$ cat config.mk
export PLATFORM = sky130hd
export DESIGN_NAME = interrupt_ctrl
export DESIGN_NICKNAME = d
export VERILOG_FILES = /design/src/rtl/cpu_trap_pkg.sv /design/src/rtl/intc_sync2.sv /design/src/rtl/interrupt_ctrl.sv
export SDC_FILE = /design/constraint.sdc
export NUM_CORES = 1
export LEC_CHECK = 0
export CORE_UTILIZATION = 30
export DETAILED_ROUTE_END_ITERATION = 8
export HOLD_SLACK_MARGIN = 0.06
export PLACE_DENSITY = 0.56
export SYNTH_ARGS = -nofsm -noshare
export SYNTH_HDL_FRONTEND = slang
export SYNTH_HIERARCHICAL = 1
export SYNTH_SLANG_ARGS = --single-unit
export TNS_END_PERCENT = 5
$ cat constraint.sdc
create_clock -name clk -period 1.64 [get_ports clk]
set_input_delay 0.164 -clock clk [delete_from_list [all_inputs] [get_ports clk]]
set_output_delay 0.164 -clock clk [all_outputs]
set_load 0.03 [all_outputs]
$ cat src/rtl/cpu_trap_pkg.sv
// Shared trap definitions: interrupt-controller state encoding, mcause codes
// and the machine-mode privilege constant.
package cpu_trap_pkg;

  typedef enum logic [1:0] {
    ST_IDLE    = 2'd0,
    ST_TRAP    = 2'd1,
    ST_FLUSH   = 2'd2,
    ST_HANDLER = 2'd3
  } intc_state_t;

  localparam logic [3:0] CAUSE_ILLEGAL = 4'd2;
  localparam logic [3:0] CAUSE_MSI     = 4'd3;
  localparam logic [3:0] CAUSE_MTI     = 4'd7;
  localparam logic [3:0] CAUSE_MEI     = 4'd11;
  localparam logic [3:0] CAUSE_ECALL_M = 4'd11;

  localparam logic [1:0] PRIV_M = 2'b11;

endpackage

$ cat src/rtl/intc_sync2.sv
// Two-flop synchronizer for an asynchronous single-bit level; resets to 0.
module intc_sync2 (
  input  logic clk,
  input  logic rst,
  input  logic d,
  output logic q
);

  logic meta;

  always_ff @(posedge clk or posedge rst) begin
    if (rst) begin
      meta <= 1'b0;
      q    <= 1'b0;
    end else begin
      meta <= d;
      q    <= meta;
    end
  end

endmodule

$ cat src/rtl/interrupt_ctrl.sv
// Machine-mode trap sequencer: IDLE -> TRAP -> FLUSH -> HANDLER -> IDLE.
// Define INTC_EXT_SYNC_EN to pass interrupt_ext through a two-flop synchronizer.
module interrupt_ctrl
  import cpu_trap_pkg::*;
#(
  parameter int FLUSH_CYCLES = 3
) (
  input  logic       clk,
  input  logic       rst,
  input  logic       interrupt_ext,
  input  logic       interrupt_tmr,
  input  logic       interrupt_sw,
  input  logic       csr_meie,
  input  logic       csr_mtie,
  input  logic       csr_msie,
  input  logic       csr_mstatus_mie,
  input  logic       illegal_ops_ex,
  input  logic       cmd_ecall_ex,
  input  logic       cmd_mret_ex,
  input  logic       stall,
  output logic       g_interrupt,
  output logic       g_exception,
  output logic [1:0] g_interrupt_priv,
  output logic [3:0] int_cause,
  output logic       flush_req,
  output logic       in_handler,
  output logic [1:0] dbg_state
);

  logic ext_req;

`ifdef INTC_EXT_SYNC_EN
  intc_sync2 u_ext_sync (
    .clk (clk),
    .rst (rst),
    .d   (interrupt_ext),
    .q   (ext_req)
  );
`else
  assign ext_req = interrupt_ext;
`endif

  logic       mei, msi, mti, pending, exc;
  logic [3:0] irq_cause, exc_cause;

  assign mei       = ext_req & csr_meie;
  assign msi       = interrupt_sw & csr_msie;
  assign mti       = interrupt_tmr & csr_mtie;
  assign pending   = (mei | msi | mti) & csr_mstatus_mie;
  assign irq_cause = mei ? CAUSE_MEI : (msi ? CAUSE_MSI : CAUSE_MTI);
  assign exc       = illegal_ops_ex | cmd_ecall_ex;
  assign exc_cause = illegal_ops_ex ? CAUSE_ILLEGAL : CAUSE_ECALL_M;

  intc_state_t state, state_nxt;
  logic [3:0]  cnt, cnt_nxt;
  logic [3:0]  cause_q, cause_nxt;
  logic        trap_irq_q, trap_irq_nxt;

  always_ff @(posedge clk or posedge rst) begin
    if (rst) begin
      state      <= ST_IDLE;
      cnt        <= 4'd0;
      cause_q    <= 4'd0;
      trap_irq_q <= 1'b0;
    end else begin
      state      <= state_nxt;
      cnt        <= cnt_nxt;
      cause_q    <= cause_nxt;
      trap_irq_q <= trap_irq_nxt;
    end
  end

  // Interrupts are sampled only in IDLE; an interrupt wins over a coincident
  // exception, leaving the excepting instruction to re-execute after mret.
  always_comb begin
    state_nxt    = state;
    cnt_nxt      = cnt;
    cause_nxt    = cause_q;
    trap_irq_nxt = trap_irq_q;
    case (state)
      ST_IDLE: begin
        if (!stall) begin
          if (pending) begin
            state_nxt    = ST_TRAP;
            cause_nxt    = irq_cause;
            trap_irq_nxt = 1'b1;
          end else if (exc) begin
            state_nxt    = ST_TRAP;
            cause_nxt    = exc_cause;
            trap_irq_nxt = 1'b0;
          end
        end
      end
      ST_TRAP: begin
        state_nxt = ST_FLUSH;
        cnt_nxt   = 4'(FLUSH_CYCLES);
      end
      ST_FLUSH: begin
        if (!stall) begin
          if (cnt <= 4'd1) begin
            state_nxt = ST_HANDLER;
            cnt_nxt   = 4'd0;
          end else begin
            cnt_nxt = cnt - 4'd1;
          end
        end
      end
      ST_HANDLER: begin
        // A nested exception re-runs the trap/flush sequence and returns here.
        if (!stall) begin
          if (exc) begin
            state_nxt    = ST_TRAP;
            cause_nxt    = exc_cause;
            trap_irq_nxt = 1'b0;
          end else if (cmd_mret_ex) begin
            state_nxt = ST_IDLE;
          end
        end
      end
      default: state_nxt = ST_IDLE;
    endcase
  end

  assign g_interrupt      = (state == ST_TRAP) & trap_irq_q;
  assign g_exception      = (state == ST_TRAP) & ~trap_irq_q;
  assign g_interrupt_priv = PRIV_M;
  assign int_cause        = cause_q;
  assign flush_req        = (state == ST_TRAP) | (state == ST_FLUSH);
  assign in_handler       = (state == ST_HANDLER);
  assign dbg_state        = state;

endmodule

# Word-level counts from Yosys, hierarchy flattened
# Cells that the tools add are included.
op_classes:
  addsub: 1
  muxes: 25
  bitwise: 11
  n_eq_ne: 9
  n_reduce_logical: 6
  magnitude_cmp: 1
ops:
  columns: ["operator", "n"]
  rows:
  - ["$mux 4", 8]
  - ["$mux 2", 8]
  - ["$pmux 4 s2", 2]
  - ["$ne 2x2->1 const B", 4]
  - ["$pmux 2 s4", 1]
  - ["$and 1x1->1", 6]
  - ["$reduce_and 6->1", 1]
  - ["$eq 2x2->1 const B", 2]
  - ["$le 4x1->1 const B", 1]
  - ["$mux 1", 4]
  - ["$or 1x1->1", 4]
  - ["$reduce_bool 2->1", 2]
  - ["$sub 4x1->4 const B", 1]
  - ["$mux 3", 1]
  - ["$ne 3x2->1 const B", 1]
  - ["$ne 3x3->1 const B", 1]
  - ["$reduce_and 3->1", 1]
  - ["$eq 2x1->1 const B", 1]
  - ["$logic_not 2->1", 1]
  - ["$pmux 1 s2", 1]
  - ["$reduce_and 2->1", 1]
  - ["$not 1->1", 1]
totals:
  register_bits: 11
  output_inout_bits: 12

# Logic depth before layout (Yosys ltp)
logic_depth:
  ltp_word: 7
  ltp_mapped: 6
  depth_no_buf: 6

# Worst setup path before layout
# Ideal clock, no wire load.
synth_timing:
  path_type: "flip-flop to flip-flop"
  from: "reg state[0], in the netlist dbg_state[0]"
  to: "reg cause_q[2], in the netlist int_cause[2]"
  arrival_time_ns: 1.792
  setup_ns: 0.122
  required_ns: 1.518
  n_path_buf: 0
  setup_slack_ns: -0.274
  stages_incl_launch_ff: 6
  cell_sequence: "dfrtp_1 ha_1 nand2b_1 a21oi_1 o21ai_0 a32o_1"
synth_between:
  elab_chain_len: 3
synth_lines:
  columns: ["item", "line", "text"]
  rows:
  - ["start: declaration", "interrupt_ctrl.sv:54", "intc_state_t state, state_nxt;"]
  - ["start signal: assignment", "interrupt_ctrl.sv:66", "state <= state_nxt;"]
  - ["$eq 2x2->1 (*)", null, null]
  - ["named net in_handler", "interrupt_ctrl.sv:26", "output logic in_handler,"]
  - ["$ne 2x2->1 (no line) or $reduce_bool 2->1 (tied branches)", null, null]
  - ["$reduce_and 3->1 (no line)", null, null]
  - ["end signal: assignment", "interrupt_ctrl.sv:68", "cause_q <= cause_nxt;"]
  - ["end: declaration", "interrupt_ctrl.sv:56", "logic [3:0] cause_q, cause_nxt;"]
# Mark *: on every way through the listed nets, which the timed path passes. The rest lies on a longest branch.
# A chain may end at the register's enable or synchronous reset.

# Worst setup path after layout
layout_timing:
  from: "reg state[0], in the netlist dbg_state[0]"
  to: "reg cause_q[2], in the netlist int_cause[2]"
layout_between:
  elab_chain_len: 3
layout_lines:
  columns: ["item", "line", "text"]
  rows:
  - ["$eq 2x2->1 or $logic_not 2->1 (tied branches)", "interrupt_ctrl.sv:80", "case (state)"]
  - ["$ne 2x2->1 (no line) or $reduce_bool 2->1 (tied branches)", null, null]
  - ["$reduce_and 3->1 (no line)", null, null]
# Parallel ways exist; a longest one is shown, timed or not.

==> summary.md <==
| Metric | Value |
|---|---|
| # IOs | 25 |
| CTS Hold Bufs | 0 |
| Post-synthesis sequential area ratio | 0.366 |
| Hold crit path type | in -> async |
| Post-synth EDFFs | 0 |
| ANT cells | 0 |
| Starting Density | 0.327 |
| Post-DP Area | roughly 1100 um^2 |
| CTS tree | built |
| Initial antenna violation count | 0 |
| Worst skew pair latency | around 0.27 ns |
| Crit-path cells | ha_2 > nand2b_1 > a21oi_4 > o21ai_0 > a32o_1 |
| Final hold viol count | 0 |
| Slowest stage delay, CP | between 0.4 and 0.5 ns |
| Avg Inst Size Synth | roughly 9.6 um^2 |
| Leakage | about 0.50 nW |
| Critical-path top delay cell | dfrtp_2 |
| Fill count | around 230 |
| Ys async rst share | 1.00 |
| Tot Pwr | between 1.5 and 2 mW |
| Num CTS Buffers | 3 |
| Core Rows | 17 |
| # port buffers | 22 |
| Worst EP required | roughly 1.8 ns |
| CP Class | reg -> reg |
| First-pass GRT wire length | just over 3000 um |
| RePlAce Congestion | between 0.7 and 0.8 |
| Longest Clk Path Bufs | 2 |
| Antenna-violating nets left | 0 |
| Iteration-0 DRC Markers | 11 |
| Clock Pin Slew Worst Setup and Hold Paths | approximately 0.080 ns |
| Yosys cell types | 31 |
| HPWL Detailed | 1400 um |
| Die Y | 52.1 um |
| Synth top area cells | dfrtp_1 (37%), ha_1 (12%), o41ai_2 (4.3%) |
| All-Layer GR Usage | 0.155 |
| Critical path startpoint category | flip-flop |
| Cell family with most CP delay | compound AO/OA/AOI/OAI gates |
| DRC | 0 |
| Wirelength per Cell | approximately 12 um |
| Total of max-cap violations | 0 |
| Largest area contributor in the netlist | dfrtp_1 |
| Clk_skew | about 0.0053 ns |
| Core ar. | around 2300 um^2 |
| Outcome | completed |
| DR vias | just under 700 |
| Arrival time at the worst endpoint | roughly 1.8 ns |
| Clk root buf | clkbuf_4 |
| Die Area | 2710 um^2 |
| Vias per Instance | 4.81 |
| Synthesized cell area | around 750 um^2 |
| Worst Setup End Kind | flip-flop |
| Yosys Warn Count | 6 |
| Synth Instances | between 70 and 80 |
| Die width | 52.1 um |
| Maximum fanout along the worst path | 7 |
| First-pass iteration count of the detailed router | 4 |
| Fmax | roughly 0.63 GHz |
| # nets final | 133 |
| Post-synth top area share | 0.366 |
| Post-synth top flop | dfrtp_1 |
| Vias in the first global route | about 680 |
| Setup TNS Final | 0 ns |
| Crit path buffers/inverters | 0 |
| Synthesis-to-layout area growth | 47.4% |
| Layout cells sized above 1 | 0.268 |
| Tmin final | roughly 1.6 ns |
| Remaining global-route overflow | 0 |
| CTS Sinks | 11 |
| PwrDens | roughly 1800 nW/um^2 |
| Final instance area | roughly 1100 um^2 |
| # H-tree levels | 1 |
| Period utilisation layout | 0.968 |
| #FFs+latches synth | 11 |
| Final Setup Violations | 0 |
| Largest net degree at the start of global routing | 12 |
| Drt total wl | around 1700 um |
| Max VDD drop | 0.000827 V |
| Pins Over Slew Limit | 0 |
==> per-stage QoR <==
step,utilization,hold slack (ns),setup slack [ns],instances
2_1_floorplan,-,0.0163,0.0122,79
6_report,0.483,0.187,0.0521,140
3_3_place_gp,0.465,0.451,-0.0531,136
4_1_cts,0.476,0.202,0.00248,140
3_5_place_dp,0.465,0.451,-0.0411,136
5_1_grt,0.483,0.237,-0.00647,140
==> Yosys cell counts, types with 2 or more instances <==
| master | count |
|---|---|
| buf_4 | 3 |
| o21ai_0 | 5 |
| nor2_1 | 6 |
| ha_1 | 7 |
| nor3_1 | 4 |
| nand2_1 | 7 |
| nand2b_1 | 2 |
| o21a_1 | 2 |
| o41ai_2 | 2 |
| a32o_1 | 2 |
| inv_1 | 8 |
| dfrtp_1 | 11 |
==> path summary, 6_finish.rpt <==
kind	start	end	slack (ns)	depth (start not counted)
max in group asynchronous	rst	dbg_state[1]	1.12	2
min in group clk	int_cause[1]	int_cause[1]	0.48	1
max	dbg_state[0]	int_cause[2]	0.05	5
min reg2reg	int_cause[1]	int_cause[1]	0.48	1
min	rst	cnt[0]	0.19	2
max reg2reg	dbg_state[0]	int_cause[2]	0.05	5
==> metal layers <==
layer,part of all wire,track usage,up-vias
li1,-,-,343
met1,0.50,0.204,318
met2,0.47,0.246,11
met3,0.014,0.0175,2
met4,0.014,0.0811,0
met5,0,0,-
==> what timing repair did <==
item / 4_1_cts / 5_1_grt
setup buffers: 0 / 0
cloned: 0 / 0
pin swaps: 0 / 1
gates resized for setup: 1 / 4
endpoints found under the setup margin: 1 / 5
==> report_power, final <==
group	internal [mW]	switching, mW
clock	0.0903	0.103
sequential	0.376	0.0888
combinational	0.599	0.713
==> flip-flops by register name, indices dropped and copies added (netlist names) <==
register	count
cnt	4
int_cause	4
dbg_state	2
trap_irq_q	1
==> layout make-up <==
class	instances	area (um^2)	share of cell area
sequential	11	278	0.251
clock buffer	3	22.5	0.0203
multi-input combinational	57	452	0.407
timing repair buffer	32	287	0.258
inverter	8	30.0	0.0271
tap	28	35.0	0.0316
clock inverter	1	5.00	0.00451
==> layout by cell type (no fill, tap or decap), types with 3 or more instances in the layout <==
cell	Yosys	final
buf_4	3	13
clkbuf_4	0	3
clkdlybuf4s50_1	0	18
dfrtp_1	11	9
ha_1	7	4
ha_2	0	3
inv_1	8	7
nand2_1	7	7
nor2_1	6	6
nor3_1	4	3
o21ai_0	5	5
==> logic make-up after synthesis <==
| kind of cell | after synthesis | share of synthesized area |
|---|---|---|
| AND/OR/NAND/NOR | 23 | 0.148 |
| multiplexers | 2 | 0.0333 |
| other | 1 | 0.00499 |
| adder cells (fa/ha/maj) | 7 | 0.116 |
| flip-flops | 11 | 0.366 |
| buffers and inverters | 11 | 0.0699 |
| AO/OA/AOI/OAI | 23 | 0.261 |
(Power assumes the default switching activity.)
